<file path="src/rtl/riscv_pkg.sv">
// Shared RV32I types: PC opcodes, instruction classes, sequencer states and fault causes.
package riscv_pkg;

    localparam int XLEN = 32;

    localparam int PcOps = 3;
    localparam logic [PcOps-1:0] PcStop   = 3'd0;
    localparam logic [PcOps-1:0] PcIncr   = 3'd1;
    localparam logic [PcOps-1:0] PcJAL    = 3'd2;
    localparam logic [PcOps-1:0] PcJALR   = 3'd3;
    localparam logic [PcOps-1:0] PcBranch = 3'd4;

    localparam int InstrClassW = 3;

    typedef enum logic [InstrClassW-1:0] {
        ClsAlu, ClsLoad, ClsStore, ClsBranch, ClsJal, ClsJalr, ClsSystem, ClsIllegal
    } instr_class_e;

    typedef enum logic [1:0] {
        FcNone, FcIllegal, FcImemTimeout, FcDmemTimeout
    } fault_cause_e;

    typedef enum logic [2:0] {
        StIdle, StFetch, StDecode, StExecute, StMem, StWriteback, StHalt, StFault
    } seq_state_e;

endpackage

</file>
<file path="src/rtl/req_timeout.sv">
// Request-cycle counter shared by instruction fetch and data access.
// Latency: expired is a combinational decode of the count; holds at the limit, never wraps.
// Backpressure: none; clear wins over inc.
module req_timeout
    import riscv_pkg::*;
#(
    parameter int MemTimeout = 16
) (
    input  logic clk,
    input  logic rst,
    input  logic clear,
    input  logic inc,
    output logic expired
);

    localparam int CntW = $clog2(MemTimeout);

    logic [CntW-1:0] cnt_q;

    assign expired = (cnt_q == CntW'(MemTimeout - 1));

    always_ff @(posedge clk) begin
        if (rst || clear) begin
            cnt_q <= '0;
        end else if (inc && !expired) begin
            cnt_q <= cnt_q + 1'b1;
        end
    end

endmodule

</file>
<file path="src/rtl/pc_sequencer.sv">
// Multi-cycle RV32I control FSM: fetch, decode, execute, memory, writeback around the PC block.
// Latency: 4 cycles per ALU/branch/jump, 5 per load/store, +1 per memory wait cycle.
// Backpressure: requests are held until ack or until the timeout faults the sequencer.
module pc_sequencer
    import riscv_pkg::*;
#(
    parameter int MemTimeout = 16
) (
    input  logic                   clk,
    input  logic                   rst,
    input  logic                   i_start,
    output logic                   o_imem_req,
    input  logic                   i_imem_ack,
    output logic                   o_ir_load,
    input  logic [InstrClassW-1:0] i_instr_class,
    input  logic                   i_branch_taken,
    output logic                   o_dmem_req,
    input  logic                   i_dmem_ack,
    output logic                   o_rf_we,
    output logic                   o_pc_en,
    output logic [PcOps-1:0]       o_pc_op,
    output logic                   o_retire,
    output logic                   o_halted,
    output logic                   o_fault,
    output logic [1:0]             o_fault_cause
);

    seq_state_e   state_q, state_d;
    instr_class_e class_q;
    instr_class_e class_in;
    logic         taken_q;
    fault_cause_e cause_q, cause_d;

    logic in_req;
    logic ack;
    logic tmo_expired;

    assign class_in = instr_class_e'(i_instr_class);
    assign in_req   = (state_q == StFetch) || (state_q == StMem);
    assign ack      = (state_q == StFetch) ? i_imem_ack : i_dmem_ack;

    // Counter is held at zero outside request states, so entry always starts at count 0.
    req_timeout #(.MemTimeout(MemTimeout)) u_req_timeout (
        .clk     (clk),
        .rst     (rst),
        .clear   (!in_req),
        .inc     (in_req && !ack),
        .expired (tmo_expired)
    );

    always_ff @(posedge clk) begin
        if (rst) begin
            state_q <= StIdle;
            class_q <= ClsAlu;
            taken_q <= 1'b0;
            cause_q <= FcNone;
        end else begin
            state_q <= state_d;
            cause_q <= cause_d;
            if (state_q == StDecode) class_q <= class_in;
            if (state_q == StExecute) taken_q <= i_branch_taken;
        end
    end

    always_comb begin
        state_d = state_q;
        cause_d = cause_q;
        case (state_q)
            StIdle:    if (i_start) state_d = StFetch;
            StFetch: begin
                if (i_imem_ack) begin
                    state_d = StDecode;
                end else if (tmo_expired) begin
                    state_d = StFault;
                    cause_d = FcImemTimeout;
                end
            end
            StDecode: begin
                if (class_in == ClsIllegal) begin
                    state_d = StFault;
                    cause_d = FcIllegal;
                end else if (class_in == ClsSystem) begin
                    state_d = StHalt;
                end else begin
                    state_d = StExecute;
                end
            end
            StExecute: state_d = (class_q == ClsLoad || class_q == ClsStore) ? StMem : StWriteback;
            StMem: begin
                if (i_dmem_ack) begin
                    state_d = StWriteback;
                end else if (tmo_expired) begin
                    state_d = StFault;
                    cause_d = FcDmemTimeout;
                end
            end
            StWriteback: state_d = StFetch;
            default:     state_d = state_q;
        endcase
    end

    always_comb begin
        o_imem_req = (state_q == StFetch);
        o_ir_load  = (state_q == StFetch) && i_imem_ack;
        o_dmem_req = (state_q == StMem);
        o_halted   = (state_q == StHalt);
        o_fault    = (state_q == StFault);
        o_pc_en    = 1'b0;
        o_retire   = 1'b0;
        o_rf_we    = 1'b0;
        o_pc_op    = PcStop;
        if (state_q == StWriteback) begin
            o_pc_en  = 1'b1;
            o_retire = 1'b1;
            o_rf_we  = (class_q == ClsAlu) || (class_q == ClsLoad) ||
                       (class_q == ClsJal) || (class_q == ClsJalr);
            case (class_q)
                ClsJal:    o_pc_op = PcJAL;
                ClsJalr:   o_pc_op = PcJALR;
                ClsBranch: o_pc_op = taken_q ? PcBranch : PcIncr;
                default:   o_pc_op = PcIncr;
            endcase
        end
    end

    assign o_fault_cause = cause_q;

endmodule

</file>
<file path="config.mk">
export PLATFORM = sky130hd
export DESIGN_NAME = pc_sequencer
export DESIGN_NICKNAME = d
export VERILOG_FILES = /design/src/rtl/riscv_pkg.sv /design/src/rtl/req_timeout.sv /design/src/rtl/pc_sequencer.sv
export SDC_FILE = /design/constraint.sdc
export NUM_CORES = 1
export LEC_CHECK = 0
export ABC_CLOCK_PERIOD_IN_PS = 2100
export CORE_MARGIN = 3
export CORE_UTILIZATION = 47
export DETAILED_ROUTE_END_ITERATION = 8
export PLACE_DENSITY = 0.86
export SLEW_MARGIN = 20
export SYNTH_ARGS = -nofsm -noshare
export SYNTH_HDL_FRONTEND = slang
export SYNTH_HIERARCHICAL = 1
export SYNTH_SLANG_ARGS = --single-unit
</file>
<file path="constraint.sdc">
create_clock -name clk -period 2.1 [get_ports clk]
set_input_delay 0.315 -clock clk [delete_from_list [all_inputs] [get_ports clk]]
set_output_delay 0.315 -clock clk [all_outputs]
set_load 0.05 [all_outputs]
</file>
# Word-level counts from Yosys, hierarchy flattened
# Cells that the tools add are included.
# totals
ff_bits,13
input_bits,9
output_inout_bits,13
elab_cells,65
# classes
n_addsub,1
eq_ne,21
n_mux,20
n_reduce_logical,18
# op_table
cell,n
$eq 3x3->1 const B,8
$mux 3,8
$pmux 3 s6,1
$eq 3x2->1 const B,4
$mux 2,5
$pmux 3 s3,1
$eq 3x1->1 const B,2
$logic_not 3->1,2
$logic_or 1x1->1,6
$ne 2x1->1 const B,3
$ne 2x2->1 const B,3
$pmux 2 s3,1
$reduce_and 6->1,1
$reduce_bool 6->1,1
$add 4x1->4 const B,1
$eq 4x4->1 const B,1
$mux 1,4
$logic_and 1x1->1,3
$logic_not 1->1,3
$reduce_bool 3->1,1
$reduce_and 2->1,1

# Depth between registers and ports, before layout
# logic_depth
word_depth,5
ltp_mapped,8
mapped_depth_nobuf,7

# Cells and area by module
# The synthesis kept the hierarchy.
# modules_own_cells
module,instances,cells_each,area_per_inst_um2,seq_area_each_um2
pc_sequencer,1,81,625.6,180.2
req_timeout,1,22,211.5,80.1

# Worst setup path before layout
# Ideal clock, no wire load.
# synth_path
path_kind,register to output
startpoint,register state_q[2]
endpoint,output port o_pc_op[1]
t_arrival_ps,1909
t_required_ps,1785
path_slack_ps,-124
stages_incl_launch_ff,5
path_buffers,1
path_cell_list,dfxtp_1 buf_4 nand3_1 nor2_1 and2_1
# synth_between
elab_chain_cells,2
# synth_lines
item,line_no,rtl
"start, declared",pc_sequencer.sv:28,"seq_state_e state_q, state_d;"
"start signal, assigned",pc_sequencer.sv:53,state_q <= StIdle;
"start signal, assigned",pc_sequencer.sv:58,state_q <= state_d;
$eq 3x3->1,pc_sequencer.sv:112,if (state_q == StWriteback) begin
$mux 3,pc_sequencer.sv:112,
"end, declared",pc_sequencer.sv:21,"output logic [PcOps-1:0] o_pc_op,"
# Every way passes these cells.

# Worst setup path after layout
# layout_path
startpoint,register state_q[1]
endpoint,output port o_pc_op[1]
# Same word-level chain as after synthesis.

==> impl_metrics.tcl <==
set metrics [dict create \
    rsz0062_at_grt "no" \
    setup_viol 0 \
    tritoncts "built" \
    drc 0 \
    via_count 881 \
    holdPathStages 2 \
    cap_violations 0 \
    synth_edf_count 0 \
    total_power_uw 725 \
    worst_slew_margin_rel_pct 66.8 \
    use_met3_pct 6.27 \
    yosysWarnings 6 \
    drive_gt1_share_pct 24.6 \
    worst_setup_path_end_kind "output pin" \
    firstDrtPassIters 4 \
    period_share_pct 90.8 \
    use_met2_pct 32.3 \
    finalWirelength_mm 2.27 \
    tightestPinTransition_ns 0.496 \
    use_met1_pct 27.7 \
    yosysMostFrequentCell "nor2_1" \
    num_antenna_cells 0 \
    powerDensity_nw_per_um2 619 \
    p_leak_uw 0.000469 \
    crit_required_ns 1.78 \
    path_buf_inv 2 \
    die-area_um2 2320 \
    worstSkewPairLatency_ns 0.29 \
    reg2reg_from "u_req_timeout/cnt_q[0]$_SDFFE_PP0P_" \
    antenna_found_initial 0 \
    critical_path.top_delay_family "simple AND/OR/NAND/NOR gates" \
    setup_tns_ns 0 \
    postCtsHoldBufs 0 \
    slowest_stage "dfxtp_1" \
    path_class "reg -> out" \
    rr_worst_depth 7 \
    area_growth_pct 39.9 \
    layoutNonFillerInstCount 150 \
    wire_per_inst_um 15.1 \
    ioPinCount 22 \
    num_rows 14 \
    yosysSeqAreaShare_pct 31.1 \
    path_clk_slew_ns 0.09 \
    grt_pass1_vias 797 \
    place_congestion 0.908 \
    rrSetupSlack_ns 0.28 \
    crit_arrival_ns 1.59 \
    final_area_um2 1170 \
    synth_area_um2 837 \
    ctsResizeCount 0 \
    cp_cell_sequence "inv_1 > nand3_1 > nor2_2 > and2_1 > buf_12" \
    clockBufferDepth 2 \
    grt_max_degree 15 \
    syn_nets 113 \
    grt_overflow 0 \
    clock-sinks 13 \
    htree_levels 1 \
    ir_drop_uv 372 \
    status "finished, final reports clean" \
    syn_inst 103 \
    cts-buffers-inserted 3 \
    dp.cells 146 \
    async_flop_share_pct 0 \
    busiest_layer "met2" \
    grt_pass1_wl_mm 3.44 \
    gr-usage-all-layers_pct 21.4 \
    min-delay-start "u_req_timeout/cnt_q[1]$_SDFFE_PP0P_" \
    path_max_fanout 6 \
    ant_nets 0 \
    slew_viol_final 0 \
    die_h_um 48.2 \
    period_needed_ns 1.91 \
    critPathMaxStageDelay_ns 0.35 \
    max_clock_freq_mhz 524 \
    drtIter0Drc 30 \
    synth_top_area_share_pct 31.1 \
    nets 137 \
    postCtsSetupRepairBufs 0 \
    hpwl_mm 1.63 \
    finClkSkew_ns 0.00356 \
    cp-start-kind "register" \
    synth_area_leaders "dfxtp_1, nor2_1, mux2i_1" \
    vias_per_cell 5.87 \
    ys_ff_latch 13 \
    min_to "u_req_timeout/cnt_q[1]$_SDFFE_PP0P_" \
    synth_top_area_cell "dfxtp_1" \
    synth.distinct_cells 44 \
    r2r-end "o_fault_cause[0]$_SDFFE_PP0P_" \
    yosys-top-cells-count "nor2_1, dfxtp_1" \
    coreArea_um2 1590 \
    start_util_pct 52.5 \
    hold_violations 0 \
    die_x_um 48.2 \
    io_buffers 21 \
    postSynthAreaPerCell_um2 8.13 \
    hold_path_class "reg -> reg" \
    dpl-instance-area_um2 1140 \
    root_buffer "clkbuf_4" \
    synth-main-ff-cell "dfxtp_1" \
]
## kinds of logic (layout without fill, tap and decap cells)
group	Yosys count	in the layout	share of synthesized area (%)
simple gates	44	44	30.2
xor+xnor	2	2	2.09
flops	13	13	31.1
buf+inv	13	36	7.77
fa+ha+maj	1	1	1.49
mux	4	4	4.93
compound gates	26	26	22.4
## worst max path at each step
stage | from | to | slack (ns) | cells past startpoint
floorplan | state_q[2]$_SDFFE_PP0P_ | o_pc_op[1] | 0.10 | 4
global placement | i_imem_ack | u_req_timeout/cnt_q[3]$_SDFFE_PP0P_ | 0.27 | 7
detailed placement | i_imem_ack | u_req_timeout/cnt_q[3]$_SDFFE_PP0P_ | 0.19 | 7
CTS | state_q[2]$_SDFFE_PP0P_ | o_pc_op[1] | 0.07 | 4
global route | state_q[1]$_SDFFE_PP0P_ | o_pc_op[1] | 0.12 | 5
finish | state_q[1]$_SDFFE_PP0P_ | o_pc_op[1] | 0.19 | 5
## registers in the layout (all words and copies together), names as in the netlist
register / count
u_req_timeout/cnt_q: 4
o_fault_cause: 2
state_q: 3
class_q: 3
taken_q: 1
## layout make-up
type                            count  area, um^2
Sequential cell                    13         262
Tap cell                           24        30.0
Multi-Input combinational cell     77         522
Clock inverter                      1        5.00
Fill cell                         111         423
Clock buffer                        3        22.5
Inverter                            6        22.5
Timing Repair Buffer               26         308
## metal layers
layer  wire, um  part of all wire [%]
met5          0                     0
met1        992                    44
met3        149                   6.6
met2       1050                    46
met4         79                   3.5
## where the power goes
part           internal (uW)  switching (uW)
registers                261            18.8
logic                    115             165
clock network           70.9            93.9
total                    447             278
## worst min-delay path, stage by stage, from the launching register on
cell,delay (ns)
dfxtp_1,0.34
o21ai_2,0.05
a21boi_1,0.05
## cell usage in the layout (no fill, tap or decap), drive strengths merged, types with 3 or more instances in the layout
master	netlist	routed
a21oi	6	6
buf	6	16
clkbuf	1	3
clkdlybuf4s50	0	10
dfxtp	13	13
inv	6	6
mux2i	3	3
nand2	5	5
nand3	3	3
nand4b	3	3
nor2	15	15
nor3	3	3
o21ai	6	6
## stage by stage
stage,setup slack (ns),utilization (%),hold WS [ns]
after global placement,0.266,71.7,0.470
after floorplan,0.101,-,0.413
after global routing,0.125,73.5,0.516
after detailed placement,0.190,71.7,0.475
after CTS,0.0743,73.4,0.488
final,0.193,73.5,0.484
Note: power is estimated with default switching activity, not from simulation.
